`src/rtl/bus_dev_fifo.sv`:
```
// Bus device with a TX FIFO (device -> bus) and an RX FIFO (bus -> device).
// Define BUS_DEV_RX_ID_FILTER_EN to discard RX packets addressed to other devices.

// Occupancy FSM
// state     | meaning
// S_EMPTY   | no entries, head not valid
// S_PARTIAL | 1..DEPTH-1 entries
// S_FULL    | DEPTH entries, writes only accepted alongside a read
module bus_dev_fifo_q #(
    parameter int W     = 16,
    parameter int DEPTH = 8
) (
    input  logic         clk,
    input  logic         reset,
    input  logic         i_wr,
    input  logic [W-1:0] i_wr_data,
    input  logic         i_rd,
    output logic [W-1:0] o_head,
    output logic         o_not_empty,
    output logic         o_full
);
    localparam int AW = (DEPTH > 1) ? $clog2(DEPTH) : 1;
    localparam int CW = AW + 1;

    typedef enum logic [1:0] {
        S_EMPTY   = 2'd0,
        S_PARTIAL = 2'd1,
        S_FULL    = 2'd2
    } state_t;

    state_t        r_state;
    logic [W-1:0]  r_mem [DEPTH];
    logic [AW-1:0] r_wr_ptr;
    logic [AW-1:0] r_rd_ptr;
    logic [CW-1:0] r_count;
    logic [CW-1:0] w_count_nxt;
    logic          w_rd_ok;
    logic          w_wr_ok;

    // A read on a full FIFO frees the slot the simultaneous write lands in.
    assign w_rd_ok = i_rd && (r_state != S_EMPTY);
    assign w_wr_ok = i_wr && ((r_state != S_FULL) || w_rd_ok);

    always_comb begin
        w_count_nxt = r_count;
        if (w_wr_ok && !w_rd_ok)
            w_count_nxt = r_count + CW'(1);
        else if (!w_wr_ok && w_rd_ok)
            w_count_nxt = r_count - CW'(1);
    end

    always_ff @(posedge clk) begin
        if (reset) begin
            r_state  <= S_EMPTY;
            r_wr_ptr <= '0;
            r_rd_ptr <= '0;
            r_count  <= '0;
        end else begin
            if (w_wr_ok)
                r_wr_ptr <= r_wr_ptr + AW'(1);
            if (w_rd_ok)
                r_rd_ptr <= r_rd_ptr + AW'(1);
            r_count <= w_count_nxt;
            if (w_wr_ok != w_rd_ok) begin
                if (w_count_nxt == '0)
                    r_state <= S_EMPTY;
                else if (w_count_nxt == CW'(DEPTH))
                    r_state <= S_FULL;
                else
                    r_state <= S_PARTIAL;
            end
        end
    end

    always_ff @(posedge clk) begin
        if (!reset && w_wr_ok)
            r_mem[r_wr_ptr] <= i_wr_data;
    end

    assign o_head      = r_mem[r_rd_ptr];
    assign o_not_empty = (r_state != S_EMPTY);
    assign o_full      = (r_state == S_FULL);
endmodule

module bus_dev_fifo #(
    parameter int pckg_sz = 16,
    parameter int depth   = 8,
    parameter int id      = 0
) (
    input  logic               clk,
    input  logic               reset,
    output logic               pndng,
    output logic [pckg_sz-1:0] D_pop,
    input  logic               pop,
    input  logic               push,
    input  logic [pckg_sz-1:0] D_push,
    input  logic               dev_wr,
    input  logic [pckg_sz-1:0] dev_wr_data,
    output logic               dev_full,
    input  logic               dev_rd,
    output logic [pckg_sz-1:0] dev_rd_data,
    output logic               dev_rx_valid,
    output logic               tx_ovf,
    output logic               rx_ovf,
    output logic [7:0]         rx_drop_cnt
);
    if (pckg_sz < 9 || depth < 2 || depth > 256 || (depth & (depth - 1)) != 0 ||
        id < 0 || id > 255) begin : g_param_check
        $error("bus_dev_fifo: illegal parameter value");
    end

    logic       w_rx_keep;
    logic       w_rx_push;
    logic       w_rx_full;
    logic       w_tx_drop;
    logic       w_rx_ovf_drop;
    logic       w_rx_filt_drop;
    logic       r_tx_ovf;
    logic       r_rx_ovf;
    logic [7:0] r_rx_drop_cnt;

`ifdef BUS_DEV_RX_ID_FILTER_EN
    logic [7:0] w_dest;
    assign w_dest    = D_push[pckg_sz-1 -: 8];
    assign w_rx_keep = (w_dest == 8'(id)) || (w_dest == 8'hFF);
`else
    assign w_rx_keep = 1'b1;
`endif

    assign w_rx_push = push && w_rx_keep;

    bus_dev_fifo_q #(.W(pckg_sz), .DEPTH(depth)) u_tx (
        .clk         (clk),
        .reset       (reset),
        .i_wr        (dev_wr),
        .i_wr_data   (dev_wr_data),
        .i_rd        (pop),
        .o_head      (D_pop),
        .o_not_empty (pndng),
        .o_full      (dev_full)
    );

    bus_dev_fifo_q #(.W(pckg_sz), .DEPTH(depth)) u_rx (
        .clk         (clk),
        .reset       (reset),
        .i_wr        (w_rx_push),
        .i_wr_data   (D_push),
        .i_rd        (dev_rd),
        .o_head      (dev_rd_data),
        .o_not_empty (dev_rx_valid),
        .o_full      (w_rx_full)
    );

    // When full the head is always valid, so any read frees a slot.
    assign w_tx_drop      = dev_wr && dev_full && !pop;
    assign w_rx_ovf_drop  = w_rx_push && w_rx_full && !dev_rd;
    assign w_rx_filt_drop = push && !w_rx_keep;

    always_ff @(posedge clk) begin
        if (reset) begin
            r_tx_ovf      <= 1'b0;
            r_rx_ovf      <= 1'b0;
            r_rx_drop_cnt <= 8'd0;
        end else begin
            if (w_tx_drop)
                r_tx_ovf <= 1'b1;
            if (w_rx_ovf_drop)
                r_rx_ovf <= 1'b1;
            if ((w_rx_ovf_drop || w_rx_filt_drop) && (r_rx_drop_cnt != 8'hFF))
                r_rx_drop_cnt <= r_rx_drop_cnt + 8'd1;
        end
    end

    assign tx_ovf      = r_tx_ovf;
    assign rx_ovf      = r_rx_ovf;
    assign rx_drop_cnt = r_rx_drop_cnt;
endmodule

```
`config.mk`:
```
export PLATFORM = sky130hd
export DESIGN_NAME = bus_dev_fifo
export DESIGN_NICKNAME = d
export VERILOG_FILES = /design/src/rtl/bus_dev_fifo.sv
export SDC_FILE = /design/constraint.sdc
export NUM_CORES = 1
export LEC_CHECK = 0
export CORE_MARGIN = 10
export CORE_UTILIZATION = 58
export DETAILED_ROUTE_END_ITERATION = 8
export GPL_TIMING_DRIVEN = 0
export PLACE_DENSITY_LB_ADDON = 0.15
export SLEW_MARGIN = 10
export SYNTH_ARGS = -nofsm -noshare
export SYNTH_HDL_FRONTEND = slang
export SYNTH_SLANG_ARGS = --single-unit
export TNS_END_PERCENT = 10
```
`constraint.sdc`:
```
create_clock -name clk -period 4.3 [get_ports clk]
set_clock_uncertainty 0.2 [all_clocks]
set_input_delay 0.86 -clock clk [delete_from_list [all_inputs] [get_ports clk]]
set_output_delay 0.86 -clock clk [all_outputs]
set_load 0.02 [all_outputs]
```
# After elaboration in Yosys (flattened, before gate mapping)
# Memory sizes are Yosys's and may differ from the RTL's. A register that Yosys moved wholly into a read port is not among the register bits.
# Cells that the tools add are included.
[op_classes]
addsub = 9
multipliers = 0
div_mod_pow = 0
n_lt_le_gt_ge = 0
n_eq_ne = 9
shift = 0
n_mux = 16
bitwise_logic = 0
n_reduce_logical = 28
[op_table]
columns = ["op", "count"]
rows = [
  ["two-way mux 4 bit", 4],
  ["logical AND 1 bit", 15],
  ["adder 3 x 1 -> 3 bit (second input constant)", 4],
  ["two-way mux 3 bit", 4],
  ["adder 4 x 1 -> 4 bit (second input constant)", 2],
  ["adder 8 x 1 -> 8 bit (second input constant)", 1],
  ["== test 4 bit (second input constant)", 2],
  ["logical NOT 4 bit", 2],
  ["two-way mux 2 bit", 4],
  ["!= test 8 bit (second input constant)", 1],
  ["subtractor 4 x 1 -> 4 bit (second input constant)", 2],
  ["logical NOT 1 bit", 7],
  ["== test 2 bit (second input constant)", 2],
  ["two-way mux 1 bit", 4],
  ["!= test 2 bit (second input constant)", 2],
  ["nonzero test 2 bit", 2],
  ["logical OR 1 bit", 2],
  ["!= test 1 bit", 2],
]
[word_totals]
reg_bits = 34
latchBits = 0
ramBits = 256
romBits = 0
inputBits = 38
out_inout_bits = 45
wordCells = 75
n_memories = 2
[mem_list]
columns = ["memory", "depth", "word_bits", "rd", "rd_ports_with_merged_regs", "wr", "line", "rtl"]
rows = [
  ["u_rx.r_mem", 8, 16, 1, 1, 1, "32", "logic [W-1:0] r_mem [DEPTH];"],
  ["u_tx.r_mem", 8, 16, 1, 1, 1, "32", ""],
]

# Depth between registers and ports, before layout
[logic_depth]
depth_word = 11
mapped_depth = 7
depth_no_buf = 7

# Cells and area by module
# Synthesis repeated with hierarchy kept, for this count alone.
[hier_totals]
cells_unflattened = 624
area_unflattened_um2 = 11731.3
[by_module_without_submodules]
columns = ["mod", "n_inst", "cells_per_inst", "area_per_inst_um2", "seq_area_each_um2"]
rows = [
  ["bus_dev_fifo_q at u_tx", 1, 287, 5637.9, 4144.0],
  ["bus_dev_fifo_q at u_rx", 1, 287, 5636.7, 4144.0],
  ["bus_dev_fifo", 1, 50, 456.7, 200.2],
]

# Worst setup path before layout
# OpenSTA, ideal clock, no wires.
[synth_timing]
path_type = "input-to-reg"
start = "in pop"
end = "mem u_tx.r_mem[2][0] (enable)"
setup_ns = 0.436
t_arrival_ns = 3.191
t_required_ns = 3.664
path_slack_ns = 0.473
stages = 4
n_path_buf = 1
path_cell_list = "clkbuf_1 -> o21a_1 -> nand2b_1 -> nor4b_1"
[synth_via]
elab_chain_cells = 6
[synth_rtl]
columns = ["item", "line", "rtl"]
rows = [
  ["start, declared", "94", "input logic pop,"],
  ["logical AND 1 bit", "41", "assign w_rd_ok = i_rd && (r_state != S_EMPTY);"],
  ["logical OR 1 bit", "42", "assign w_wr_ok = i_wr && ((r_state != S_FULL) || w_rd_ok);"],
  ["logical AND 1 bit", "42", ""],
  ["logical AND 1 bit", "76", "if (!reset && w_wr_ok)"],
  ["two-way mux 1 bit", "76", ""],
  ["two-way mux 1 bit (implied by the code)", "77", "r_mem[r_wr_ptr] <= i_wr_data;"],
  ["end, declared", "32", ""],
]
# Every way passes these cells.

==> key figures <==
Layout
  – Fill count: 1231
  – Fin cells: 1047
  – Share of cells above drive strength 1: 0.2609
  – Area Overhead vs Synth: 20.83%
  – Final net count: 806
  – Fin area: 14050 µm²
  – Antenna diode count: 0

Critical path
  – Critical Path AT: 2930 ps
  – Required time worst endpoint: 3240 ps
  – CP max FO: 10
  – Worst Setup End Kind: primary output
  – CP Class: reg -> out
  – Startpoint types: register

Run
  – Maxcap violations: 0

Clock tree
  – Clk_lat worst skew: 540 ps
  – CTS tree: built
  – Hold buffer count at CTS: 0
  – Clock root cell: clkbuf_16
  – CTS buffer count: 29
  – # resized after CTS: 0
  – Worst-path clk slew: 60 ps
  – Post-CTS Setup Bufs: 0
  – Num Clock Sinks: 296
  – Max H-tree Level: 1
  – Bufs on Longest Clock Path: 3

Route
  – Routed Antenna Nets: 0
  – DRC: 0
  – Vias: 6167
  – Initial DRC Count: 430
  – WL per Instance: 22.68 µm
  – Initial DRT Pass Iterations: 4
  – Vias per inst: 5.890
  – Drt total wl: 23750 µm

Power
  – Reg power frac: 0.518
  – Clk network pwr share: 0.394
  – Net Sw Power: 1.331 mW
  – Leak pwr: 4.580 nW
  – Pwr Total: 6.188 mW
  – Pint: 4.857 mW
  – Gate power share: 0.089
  – Pwr dens: 440.4 nW/µm²
  – Sw Ratio: 0.2151
  – Worst vdd ir: 275.1 µV

STA
  – Setup Viol. Count Final: 0
  – Clock period minus worst slack: 3987 ps
  – Final TNS setup: 0 ps
  – Final Max Tran Viols: 0
  – Hold Fails Final Rpt: 0
  – Worst relative slew slack: 0.3797
  – Max Freq: 250.8 MHz
  – RSZ-0062 raised after global routing: false
  – Fin crit share: 0.9271
  – Worst slew pin tran: 922.8 ps
  – Worst Hold Slack: 253.6 ps

Synth
  – Synth cell types: 54
  – Number of synthesized flops with an enable pin: 256
  – Synth Cell Area: 11630 µm²
  – Register area share after synthesis: 0.7299
  – Average size of a mapped cell: 18.91 µm²
  – Post-Synthesis Cells: 615
  – Post-synth ARST share: 0
  – Post-Syn Nets: 662
  – Post-synth top area share: 0.6611
  – Area contributors post-synth: edfxtp_1 66%, mux4_2 12%, dfxtp_1 6.9%
  – Cell taking the most area after synthesis: edfxtp_1
  – Most frequent cell after synthesis: edfxtp_1
  – Commonest cells post-synth: 256 x edfxtp_1, 64 x mux4_2, 41 x nor2_1, 40 x dfxtp_1, 33 x mux2_2
  – Yosys reg bits: 296
  – Yosys warns: 0
  – Top_reg_cell synth: edfxtp_1

Floorplanning
  – Core Box Area: 19590 µm²
  – Row count: 51
  – Die area: 26110 µm²
  – DIE WIDTH: 161.6 µm
  – Initial Util: 0.5936
  – Top Ports: 83
  – Die height: 161.6 µm

Global routing
  – Antenna violations before repair: 0
  – Global-route wire length before repair: 37240 µm
  – Vias in the first global route: 6642
  – GRT Total Usage: 0.1827
  – Largest net degree at the start of global routing: 15
  – GRT Residual Overflow: 0

Placement
  – Cells after DPL: 993
  – Dpl hpwl: 16080 µm
  – GPL Wtd Cong: 0.8341
  – Placed cell area: 13130 µm²
  – Input/output buffers: 82

Hold path
  – Worst hold path class: reg -> reg

Status
  – Outcome: finished clean
==> cell usage in the layout (no fill, tap or decap), types with 10 or more instances in the layout <==
cell / synthesis / final
mux4_2: 64 / 64
mux2_2: 33 / 33
buf_2: 12 / 16
nor2_1: 41 / 36
clkdlybuf4s50_1: 0 / 82
clkbuf_1: 16 / 25
dfxtp_1: 40 / 40
edfxtp_1: 256 / 256
clkbuf_16: 0 / 29
xor2_1: 15 / 15
nand2_1: 18 / 18
buf_4: 1 / 17
inv_1: 10 / 10
==> worst max-delay path: stages, from the launching register on <==
cell and delay [ps]:
dfxtp_1 300, clkbuf_1 230, buf_2 440, mux4_2 560, mux2_2 280, clkdlybuf4s50_1 560
==> power by group through the flow <==
stage | registers, mW | clock network, mW | logic [mW]
after global placement | 3.26 | 0 | 0.519
final | 3.20 | 2.44 | 0.549
after CTS | 3.20 | 2.47 | 0.556
after global routing | 3.21 | 2.57 | 0.598
after floorplan | 3.26 | 0 | 0.333
after detailed placement | 3.26 | 0 | 0.551
==> cell families (layout without fill, tap and decap cells) <==
kind of cell / count (synthesis) / in the layout / share of synthesized area
flops: 296 / 296 / 0.7299
simple gates: 113 / 113 / 0.05068
mux: 99 / 99 / 0.1576
buf+inv: 41 / 208 / 0.01485
compound gates: 38 / 38 / 0.02292
xor+xnor: 19 / 19 / 0.01431
fa+ha+maj: 9 / 9 / 0.009684
==> sequential cells by signal, summed over array words and instances, names as in the netlist, named ones only <==
register	count
u_rx.r_state	2
rx_drop_cnt	8
u_tx.r_mem	128
u_rx.r_mem	128
tx_ovf	1
u_tx.r_state	2
u_rx.r_rd_ptr	3
u_tx.r_rd_ptr	3
u_tx.r_wr_ptr	3
u_rx.r_wr_ptr	3
rx_ovf	1
u_tx.r_count	4
u_rx.r_count	4
==> metrics by stage <==
step	util	setup WS [ps]
final	0.7173	313.4
after global placement	0.6524	-1775
after detailed placement	0.6702	385.7
after CTS	0.7173	239.8
after global routing	0.7173	116.7
after floorplan	-	472.8
==> area by class of cell <==
class                      count  area [µm²]  area share
multi-input combinational    278        3045      0.2167
sequential                   296        8488      0.6041
tap                          265       331.6     0.02360
inverter                      10       37.54    0.002671
timing repair buffer         113        1092     0.07774
clock inverter                13       120.1    0.008549
clock buffer                  41       800.8     0.05699
buffer                        31       135.1    0.009617
==> final timing paths <==
| check | start | to | slack, ps | cells past startpoint |
|---|---|---|---|---|
| setup / recovery | register | D_pop[5] | 310 | 5 |
| hold reg to reg | rx_ovf | rx_ovf | 250 | 2 |
| setup reg to reg | u_tx.r_state[1] | u_tx.r_mem[4][14] | 1650 | 6 |
| hold / removal | rx_ovf | rx_ovf | 250 | 2 |
==> layer usage <==
| metal | part of all wire | GRT usage | vias to the layer above | wire, µm |
|---|---|---|---|---|
| li1 | - | - | 2755 | - |
| met1 | 0.42 | 0.2359 | 3188 | 9964 |
| met2 | 0.50 | 0.3055 | 184 | 11800 |
| met3 | 0.064 | 0.04321 | 40 | 1511 |
| met4 | 0.020 | 0.04880 | 0 | 470 |
| met5 | 0 | 0 | - | 0 |
No activity file was read; power rests on OpenSTA's default activity.
